`config.mk`:
```
export PLATFORM = sky130hd
export DESIGN_NAME = clock_monitor
export DESIGN_NICKNAME = d
export VERILOG_FILES = /design/src/rtl/clk_mon_pkg.sv /design/src/rtl/sync_edge_det.sv /design/src/rtl/clock_monitor.sv
export SDC_FILE = /design/constraint.sdc
export NUM_CORES = 1
export LEC_CHECK = 0
export ABC_AREA = 1
export CAP_MARGIN = 20
export CORE_ASPECT_RATIO = 0.6
export CORE_MARGIN = 1.5
export CORE_UTILIZATION = 50
export DETAILED_ROUTE_END_ITERATION = 8
export DONT_BUFFER_PORTS = 1
export SYNTH_ARGS = -nofsm -noshare
export SYNTH_HDL_FRONTEND = slang
export SYNTH_SLANG_ARGS = --single-unit
export TNS_END_PERCENT = 30
```
`constraint.sdc`:
```
create_clock -name clock1M -period 3.2 [get_ports clock1M]
set_input_delay 0.32 -clock clock1M [delete_from_list [all_inputs] [get_ports clock1M]]
set_output_delay 0.32 -clock clock1M [all_outputs]
set_load 0.01 [all_outputs]
```
`src/rtl/clk_mon_pkg.sv`:
```
// clk_mon_pkg: shared state type and default widths for the divided-clock monitor
package clk_mon_pkg;
    localparam int CNT_W_DEF = 16;
    typedef enum logic [1:0] {IDLE, MEASURE, LOCKED} clk_mon_state_t;
endpackage

```
`src/rtl/sync_edge_det.sv`:
```
// sync_edge_det: two-flop synchroniser for an asynchronous level plus a rising-edge pulse
module sync_edge_det (
    input  logic i_clk,
    input  logic i_rst,
    input  logic i_d,
    output logic o_rise
);
    logic r_s1, r_s2, r_s3;
    always_ff @(posedge i_clk) begin
        if (i_rst) {r_s1, r_s2, r_s3} <= '0;
        else       {r_s1, r_s2, r_s3} <= {i_d, r_s1, r_s2};
    end
    assign o_rise = r_s2 & ~r_s3;
endmodule

```
`src/rtl/clock_monitor.sv`:
```
// clock_monitor: measures the period of a divided clock sampled as data, tracks lock and faults
module clock_monitor
    import clk_mon_pkg::*;
#(
    parameter int CNT_W      = CNT_W_DEF,
    parameter int EXP_PERIOD = 100,
    parameter int TOL        = 1,
    parameter int LOCK_COUNT = 4
) (
    input  logic             clock1M,
    input  logic             reset,
    input  logic             clk_in,
    input  logic             err_clr,
    output logic             tick,
    output logic [CNT_W-1:0] period,
    output logic             period_valid,
    output logic             locked,
    output logic             error
);
    localparam int GW = $clog2(LOCK_COUNT + 1);
    localparam logic [CNT_W-1:0] MAX_P  = CNT_W'(EXP_PERIOD + TOL);
    localparam logic [CNT_W-1:0] MIN_P  = CNT_W'(EXP_PERIOD - TOL);
    localparam logic [GW-1:0]    LOCK_V = GW'(LOCK_COUNT);
    if (EXP_PERIOD + TOL >= 2 ** CNT_W || TOL >= EXP_PERIOD) begin : g_bad_params
        $error("clock_monitor: EXP_PERIOD+TOL must fit CNT_W and TOL must be below EXP_PERIOD");
    end
    clk_mon_state_t   r_state;
    logic [CNT_W-1:0] r_cnt, r_period, w_meas;
    logic [GW-1:0]    r_good;
    logic             r_pv, r_err, w_tick, w_in_tol;
    sync_edge_det u_sync (
        .i_clk (clock1M),
        .i_rst (reset),
        .i_d   (clk_in),
        .o_rise(w_tick)
    );
    // saturating cnt+1 doubles as both the measured period and the next count
    assign w_meas   = &r_cnt ? r_cnt : r_cnt + 1'b1;
    assign w_in_tol = (w_meas >= MIN_P) && (w_meas <= MAX_P);
    always_ff @(posedge clock1M) begin
        if (reset) begin
            r_state  <= IDLE;
            r_cnt    <= '0;
            r_good   <= '0;
            r_period <= '0;
            r_pv     <= 1'b0;
            r_err    <= 1'b0;
        end else begin
            r_pv  <= 1'b0;
            r_cnt <= (r_state == IDLE || w_tick) ? '0 : w_meas;
            if (err_clr) r_err <= 1'b0;
            case (r_state)
                IDLE: if (w_tick) r_state <= MEASURE;
                MEASURE, LOCKED: begin
                    if (w_tick) begin
                        r_period <= w_meas;
                        r_pv     <= 1'b1;
                        if (!w_in_tol) begin
                            r_good  <= '0;
                            r_err   <= 1'b1;
                            r_state <= MEASURE;
                        end else if (r_state == MEASURE) begin
                            r_good <= r_good + 1'b1;
                            if (r_good + 1'b1 == LOCK_V) r_state <= LOCKED;
                        end
                    end else if (r_cnt == MAX_P) begin
                        r_good  <= '0;
                        r_err   <= 1'b1;
                        r_state <= IDLE;
                    end
                end
                default: r_state <= IDLE;
            endcase
        end
    end
    assign tick         = w_tick;
    assign period       = r_period;
    assign period_valid = r_pv;
    assign locked       = (r_state == LOCKED);
    assign error        = r_err;
endmodule

```
Word level (Yosys, flattened, before mapping). Cells that the tools add are included.

Register bits: 42. Latch bits: 0. Memory bits (writable): 0. Memory bits (read-only): 0. Input port bits: 4. Logic and storage cells: 54. Memories: 0.

Add/subtract/negate cells: 2. Multiply operators: 0. Div/mod/pow operators: 0. Order comparisons: 2. Equal/unequal tests: 9. Shift-type cells: 0. Muxes and demuxes: 18. Bitwise operators: 3. Reductions and logical operators: 11.

Operators with widths (count): 16-bit by 1-bit adder with 16-bit output, second input constant (1); 16-bit by 7-bit == test with 1-bit output, second input constant (1); 16-bit by 7-bit >= comparator with 1-bit output, second input constant (1); 16-bit by 7-bit less-or-equal comparator with 1-bit output, second input constant (1); 16-bit 2-to-1 mux (1); 16-bit AND reduction (1); 2-bit 2-to-1 mux (6); 3-bit 2-to-1 mux (4); 4-bit inequality test, second input constant (2); 1-bit 2-to-1 mux (6); 2-bit OR reduction (3); 2-bit case mux with 2 select lines (1); 4-bit AND reduction (1); 3-bit by 1-bit adder with 3-bit output, second input constant (1); 3-bit == test, second input constant (1); 3-bit by 2-bit inequality test with 1-bit output, second input constant (1); 3-bit inequality test, second input constant (1); 3-bit AND reduction (1); 2-bit by 1-bit == test with 1-bit output, second input constant (1); 2-bit == test, second input constant (1); 2-bit logical NOT (1); 2-bit inequality test, second input constant (1); 1-bit inverter (2); 2-bit AND reduction (1); 4 further kinds (4).

Logic depth before layout (Yosys ltp). Gate-level depths: netlist of run 1.

Depth after elaboration: 7. Gate-level depth with buffers: 16. Depth with buffers taken out: 16.

Cells and area by module. A second synthesis of run 1 with hierarchy kept.

Cell total of the unflattened synthesis: 333. Area, all modules: 2258.4 µm².

Modules (own cells, without submodules): clock_monitor (times used 1, cells each 323, area each 2172.1 µm²); sync_edge_det (times used 1, cells each 10, area each 86.3 µm²).

Worst setup path before layout of run 1. OpenSTA, ideal clock, no wires.

Path kind: register to register. Start: register r_cnt[0]. End: register r_state[0]. Setup time: 0.113 ns. Data arrival time: 1.945 ns. Required time: 3.087 ns. Setup slack: 1.142 ns. Stages on the path, launching flop included: 17. Buffers on the path: 0. Cell sequence: dfxtp_1 ha_1 inv_2 nor2_4 nand2_4 nor2_4 nand3_1 nand2_2 nand2_2 nor2_4 nand3_4 nor2_4 nand3_1 nand3_2 nand2_1 nand2_1 nor2_1.

Word-level cells in the longest chain between the ends: 7.

Ends and longest elaborated chain: start: declaration (RTL line clock_monitor.sv:28) `logic [CNT_W-1:0] r_cnt, r_period, w_meas;`; start signal: assignment (RTL line clock_monitor.sv:50) `r_cnt <= (r_state == IDLE || w_tick) ? '0 : w_meas;`; 16-bit by 1-bit adder with 16-bit output or 16-bit AND reduction (tied branches) (RTL line clock_monitor.sv:38) `assign w_meas = &r_cnt ? r_cnt : r_cnt + 1'b1;`; 16-bit 2-to-1 mux (RTL line clock_monitor.sv:38); 16-bit by 7-bit >= comparator with 1-bit output or 16-bit by 7-bit less-or-equal comparator with 1-bit output (tied branches) (RTL line clock_monitor.sv:39) `assign w_in_tol = (w_meas >= MIN_P) && (w_meas <= MAX_P);`; 1-bit logical AND (RTL line clock_monitor.sv:39); 2-bit 2-to-1 mux (RTL line clock_monitor.sv:58) `if (!w_in_tol) begin`; 2-bit 2-to-1 mux (RTL line clock_monitor.sv:55) `if (w_tick) begin`; 2-bit case mux with 2 select lines (RTL line clock_monitor.sv:52) `case (r_state)`; end signal: assignment (RTL line clock_monitor.sv:42) `r_state <= IDLE;`; end signal: assignment (RTL line clock_monitor.sv:53) `IDLE: if (w_tick) r_state <= MEASURE;`; end signal: assignment (RTL line clock_monitor.sv:61) `r_state <= MEASURE;`; end: declaration (RTL line clock_monitor.sv:27) `clk_mon_state_t r_state;`.

Several ways; a longest one is shown, not always the timed one. A chain may end at the register's enable or synchronous reset.

Worst setup path after layout of run 1.
Start: register r_cnt[0]. End: register r_state[1].

The elaborated chain is that of the path after synthesis.

==> results_dict.tcl, run 1 <==
set metrics [dict create \
    outcome "completed" \
    synth_seq_area_share_pct 36.60 \
    r2r-start "r_cnt[0]" \
    power_mw 1.182 \
    dpl.hpwl_mm 4.146 \
    cp-start-kind "flip-flop" \
    die_w_um 90.51 \
    synth_edf_count 0 \
    drt_iter0_drc 157 \
    synth_flop_cell "dfxtp_1" \
    fmaxAchievable_mhz 412.0 \
    drt-wirelength-per-cell_um 13.68 \
    drc 0 \
    detail-route-antenna-nets 0 \
    grt_pass1_wl_mm 8.914 \
    syn_to_final_growth_pct 6.645 \
    grt_pass1_vias 1823 \
    tritoncts "yes" \
    yosysWarningCount 0 \
    grt_max_degree 32 \
    fin_area_um2 2450 \
    finalSetupViolCount 0 \
    grt_use_total_pct 22.80 \
    num_antenna_cells 0 \
    synth_cells 324 \
    htreeDepth 2 \
    hold_viol_final 0 \
    coreArea_um2 4257 \
    io_buffer_count 0 \
    synth_nets 337 \
    vdd_ir_drop_max_mv 0.2894 \
    fin_setup_tns_ps 0 \
    fin_crit_sh_pct 75.85 \
    critical_path_required_ps 3390 \
    cp-end-kind "flip-flop" \
    rrSetupSlack_ps 770 \
    clock_skew_ps 4.278 \
    cts.sinks 42 \
    synth_top_area_share_pct 36.60 \
    max_slew_margin_pct 63.85 \
    leakage_nw 1.131 \
    cts.clk_slew.worst_paths_ps 80 \
    yosys_register_bits 42 \
    synth.area.mux_share_pct 0 \
    critPathArrivalTime_ps 2620 \
    post_cts_buffers 0 \
    clock-root-buffer "clkbuf_8" \
    cts_resized 0 \
    antenna_found_initial 0 \
    die_height_um 55.51 \
    r2r_cells 14 \
    drv_slew 0 \
    synthXorXnorAreaFrac_pct 1.906 \
    finalWeightedCongestion 0.9494 \
    fin_crit_ps 2427 \
    drive_gt1_share_pct 13.19 \
    whs_ps 77.65 \
    vias_per_cell 5.008 \
    stdcell_count 386 \
    min_path_type "in -> reg" \
    p_per_area_nw_per_um2 482.6 \
    io_pins 24 \
    path_max_fanout 15 \
    cts_buffers 5 \
    synth.avg_cell_area_um2 7.090 \
    worst_slew_pin_slew_ps 541.6 \
    dpl.cell_count 378 \
    num_rows 18 \
    synthArstFlopShare_pct 0 \
    synth-adder-area-share_pct 4.902 \
    min_delay_worst_endpoint "r_good[1]" \
    ys_top_cells_by_area "dfxtp_1 37%, nand2_1 9.8%, inv_1 8.8%" \
    routed_wl_mm 5.280 \
    vias 1933 \
    synth_area_leader_cell "dfxtp_1" \
    overflow 0 \
    synth_top_family_by_area "simple AND/OR/NAND/NOR gates" \
    drt_pass1_iterations 4 \
    worst_r2r_endpoint "r_state[1]" \
    netlist-cell-type-count 29 \
    cts_buffer_depth 2 \
    critPathKind "reg -> reg" \
    post_dp_cell_area_um2 2355 \
    min_from "reset" \
    start_util_pct 53.97 \
    holdPathStages 1 \
    rsz0062_at_grt "false" \
    hold_buffers 0 \
    yosys.area_share.simple_pct 36.11 \
    clock_latency_ps 290 \
    syn_area_um2 2297 \
    final_nets 338 \
    die-area_um2 5023 \
    drv_cap 0 \
    synth-compound-area-share_pct 10.13 \
]
-- worst max-delay path by stage --
stage              from    endpoint  slack, ps  depth (start not counted)
4_1_cts        r_cnt[0]  r_state[0]        770                         14
6_report       r_cnt[0]  r_state[1]        770                         14
3_3_place_gp   r_cnt[0]  r_state[0]        810                         13
2_1_floorplan  r_cnt[0]  r_state[0]       1140                         16
5_1_grt        r_cnt[0]  r_state[1]        420                         13
3_5_place_dp   r_cnt[0]  r_state[0]        780                         14
-- synthesized netlist by cell type, drive strengths merged, types with 3 or more instances --
| cell type | count |
|---|---|
| a21oi | 14 |
| clkbuf | 6 |
| dfxtp | 42 |
| ha | 9 |
| inv | 56 |
| nand2 | 73 |
| nand3 | 20 |
| nand4 | 11 |
| nor2 | 57 |
| o211ai | 7 |
| o21ai | 15 |
| xnor2 | 3 |
-- per-layer routing --
| layer | vias up | wire, um | GRT usage, % | part of all wire, % |
|---|---|---|---|---|
| li1 | 1022 | - | - | - |
| met3 | 2 | 486 | 8.953 | 9.2 |
| met2 | 61 | 1915 | 28.79 | 36 |
| met1 | 848 | 2861 | 35.09 | 54 |
| met4 | 0 | 17 | 5.215 | 0.32 |
| met5 | - | 0 | 0 | 0 |
-- where the power goes --
group,total [mW],switching (mW),internal [mW]
Clock,0.356,0.182,0.173
Sequential,0.601,0.0410,0.560
Combinational,0.226,0.149,0.0772
Total,1.18,0.372,0.810
-- logic make-up (layout without fill, tap and decap cells) --
group,after synthesis,in the layout
flops,42,42
simple gates,166,166
compound gates,39,39
fa+ha+maj,9,9
buf+inv,63,65
xor+xnor,5,5
-- layout by cell type (no fill, tap or decap), drive strengths merged --
cell type | Yosys | routed
o21ai | 15 | 15
o21bai | 2 | 2
clkinvlp | 0 | 1
nor3 | 2 | 2
nand3 | 20 | 20
nand3b | 1 | 1
ha | 9 | 9
a21oi | 14 | 14
nand2 | 73 | 73
nand4 | 11 | 11
xnor2 | 3 | 3
clkinv | 0 | 1
clkbuf | 6 | 6
buf | 1 | 1
inv | 56 | 56
o211ai | 7 | 7
nor2 | 57 | 57
a41oi | 1 | 1
xor2 | 2 | 2
nor4 | 2 | 2
dfxtp | 42 | 42
-- worst max-delay path, cell delays in order, from the launching register on --
cell     delay [ps]
dfxtp_1         460
ha_1            320
nand3_1         190
nor2_1          170
nand2_2         210
nand2_1         160
nand2_1          60
inv_1            50
nand3_1         150
nor2_4          190
nand3_1         110
nand3_2         100
nand2_1          60
nand2_1          50
nor2_1           50
-- cell type report --
cell class                      instances  area [um2]
Inverter                               56       210.2
Sequential cell                        42       840.8
Multi-Input combinational cell        219        1221
Fill cell                             393        1807
Tap cell                               60       75.07
Clock buffer                            6       82.58
Clock inverter                          2       12.51
Timing Repair Buffer                    1       7.507
-- registers in the layout (all words and copies together) (netlist names) --
| register | flops |
|---|---|
| error | 1 |
| period | 16 |
| r_cnt | 16 |
| r_state | 2 |
| u_sync.r_s2 | 1 |
| u_sync.r_s1 | 1 |
| r_good | 3 |
| u_sync.r_s3 | 1 |
| period_valid | 1 |
-- through the flow --
step                worst slack, ps  utilization [%]
floorplan                      1142                -
global placement              811.9            55.32
detailed placement            778.8            55.32
CTS                           769.9            57.55
global route                  422.9            57.55
finish                        772.9            57.55
Power figures use the tool's default switching activity.
==> run 2: changes to the inputs <==
--- a/config.mk
+++ b/config.mk
@@ -12,6 +12,7 @@
 export CORE_UTILIZATION = 50
 export DETAILED_ROUTE_END_ITERATION = 8
 export DONT_BUFFER_PORTS = 1
+export PLACE_DENSITY = 0.68
 export SYNTH_ARGS = -nofsm -noshare
 export SYNTH_HDL_FRONTEND = slang
 export SYNTH_SLANG_ARGS = --single-unit
==> constraint.sdc (replaced) <==
create_clock -name clock1M -period 2.1 [get_ports clock1M]
set_input_delay 0.21 -clock clock1M [delete_from_list [all_inputs] [get_ports clock1M]]
set_output_delay 0.21 -clock clock1M [all_outputs]
set_load 0.01 [all_outputs]
==> results_dict.tcl, run 2 (synthesis results as in run 1) <==
set metrics [dict create \
    met1_usage_pct 37.59 \
    intPower_mw 1.283 \
    syn_to_final_growth_pct 24.02 \
    coreArea_um2 4257 \
    post_dp_cell_area_um2 2540 \
    drt_iter0_drc 210 \
    grt-busiest-layer "met1" \
    multi_input_area_um2 1321 \
    outcome "completed" \
    drv_cap 0 \
    io_buffer_count 0 \
    num_rows 18 \
    clock_skew_ps 12.09 \
    die-area_um2 5023 \
    met2_usage_pct 33.30 \
    drc 0 \
    critPathKind "reg -> reg" \
    p_comb_share_pct 22.6 \
    vdd_ir_drop_max_mv 0.4857 \
    routed_wl_mm 6.022 \
    critical_path_required_ps 2340 \
    cts.sinks 42 \
    fillers 374 \
    p_sw_share_pct 32.62 \
    start_util_pct 53.97 \
    r2r_cells 15 \
    drt-wirelength-per-cell_um 14.37 \
    cts_buffer_depth 2 \
    fin_setup_tns_ps 0 \
    critPathArrivalTime_ps 2280 \
    leakage_nw 1.331 \
    path_max_fanout 4 \
    die_height_um 55.51 \
    worst_slew_pin_slew_ps 573.0 \
    holdPathStages 3 \
    seq_area_um2 863.3 \
    dpl.cell_count 401 \
    grt_pass1_wl_mm 9.687 \
    grt_pass1_vias 1967 \
    cp-end-kind "flip-flop" \
    path_buf_inv 1 \
    fin_crit_sh_pct 97.35 \
    drv_slew 0 \
    critPathTopFamily "simple AND/OR/NAND/NOR gates" \
    cts.clk_slew.worst_paths_ps 80 \
    cts_buffers 5 \
    final_cell_mix "54 x nand2_1, 52 x inv_1, 39 x nor2_1, 30 x dfxtp_1, 28 x buf_4" \
    htreeDepth 2 \
    final_nets 371 \
    max_slew_margin_pct 61.76 \
    cp_cell_sequence "ha_4 > inv_2 > nor2_4 > nand2_4 > nor2_4 > nand3_2 > nand2_2 > nand2_2 > nor2_4 > nand3_4 > nor2_4 > nand2_4 > nor2_4 > o21ai_1 > a21oi_1" \
    clock-root-buffer "clkbuf_8" \
    die_w_um 90.51 \
    io_pins 24 \
    fin_crit_ps 2044 \
    stdcell_count 419 \
    dpl.hpwl_mm 4.401 \
    detail-route-antenna-nets 0 \
    utilization_pct 66.93 \
    fin_area_um2 2849 \
    finalSetupViolCount 0 \
    drive_gt1_share_pct 29.53 \
    num_antenna_cells 0 \
    power.switching_mw 0.6212 \
    mostFrequentLayoutCell "nand2_1" \
    grt_max_degree 32 \
    cp.depth 15 \
    p_per_area_nw_per_um2 668.4 \
    crit_slowest_cell "dfxtp_4" \
    antenna_found_initial 0 \
    use_met3_pct 7.851 \
    vias 2199 \
    pwr-share-seq_pct 48.0 \
    cp_common_cell "nor2_4" \
    drt_pass1_iterations 5 \
    overflow 0 \
    p_clk_share_pct 29.4 \
    vias_per_cell 5.248 \
    worst_path_largest_cell_delay_ps 370 \
    rsz0062_at_grt "true" \
    cp-start-kind "flip-flop" \
    clock_latency_ps 310 \
    min_path_type "in -> reg" \
    grt_use_total_pct 24.93 \
    fmaxAchievable_mhz 489.1 \
    finalWeightedCongestion 0.9890 \
    tritoncts "yes" \
    hold_viol_final 0 \
]
==> run 2: cell count changes in the layout (fill, tap and decap cells not counted), sizes merged <==
cell	change
buf	+31
dlygate4sd3	+2
==> run 2: per-stage QoR <==
stage | worst slack (ps) | hold WS, ps | power (mW)
floorplan | 42.25 | 317.0 | 1.206
global placement | 38.64 | 274.3 | 1.317
detailed placement | -22.33 | 275.2 | 1.324
CTS | 2.377 | 72.86 | 1.886
global route | -79.80 | 85.02 | 2.020
finish | 55.56 | 74.78 | 1.904
==> run 2: what timing repair did <==
item,CTS,global route
gates resized for setup,1,44
buffers inserted,0,8
hold endpoints to repair,7,0
pin swaps,0,18
hold buffers,2,0
setup endpoints to repair,5,6
==> run 2: path summary, 6_finish.rpt <==
check	start	end	slack (ps)
setup / recovery	r_cnt[1]	r_good[0]	60
setup reg to reg	r_cnt[1]	r_good[0]	60
hold reg to reg	u_sync.r_s1	u_sync.r_s2	410
hold / removal	err_clr	error	70
==> run 2: final cells by class <==
cell class                      count  share of cell area [%]
Multi-Input combinational cell    219                   46.38
Sequential cell                    42                   30.30
Timing Repair Buffer               34                   9.969
Inverter                           56                   7.378
Clock buffer                        6                   2.899
Tap cell                           60                   2.635
Clock inverter                      2                  0.4392
==> run 2: routing by layer <==
metal  part of all wire, %  routed length [um]  vias up
met2                    40                2437       97
met5                     0                   0        -
met1                    48                2920      997
met3                   9.6                 576       12
li1                      -                   -     1093
met4                   1.5                  88        0
==> run 2: tightest hold or removal path, stage by stage <==
cell     delay (ps)
inv_1            20
nand2_1          50
a21oi_1          50
==> run 2: power groups by stage <==
| stage | Clock, mW | Combinational [mW] | Sequential, mW |
|---|---|---|---|
| final | 0.559 | 0.431 | 0.914 |
| after global routing | 0.604 | 0.495 | 0.921 |
| after CTS | 0.573 | 0.404 | 0.909 |
| after detailed placement | 0 | 0.396 | 0.928 |
| after global placement | 0 | 0.392 | 0.925 |
| after floorplan | 0 | 0.285 | 0.921 |
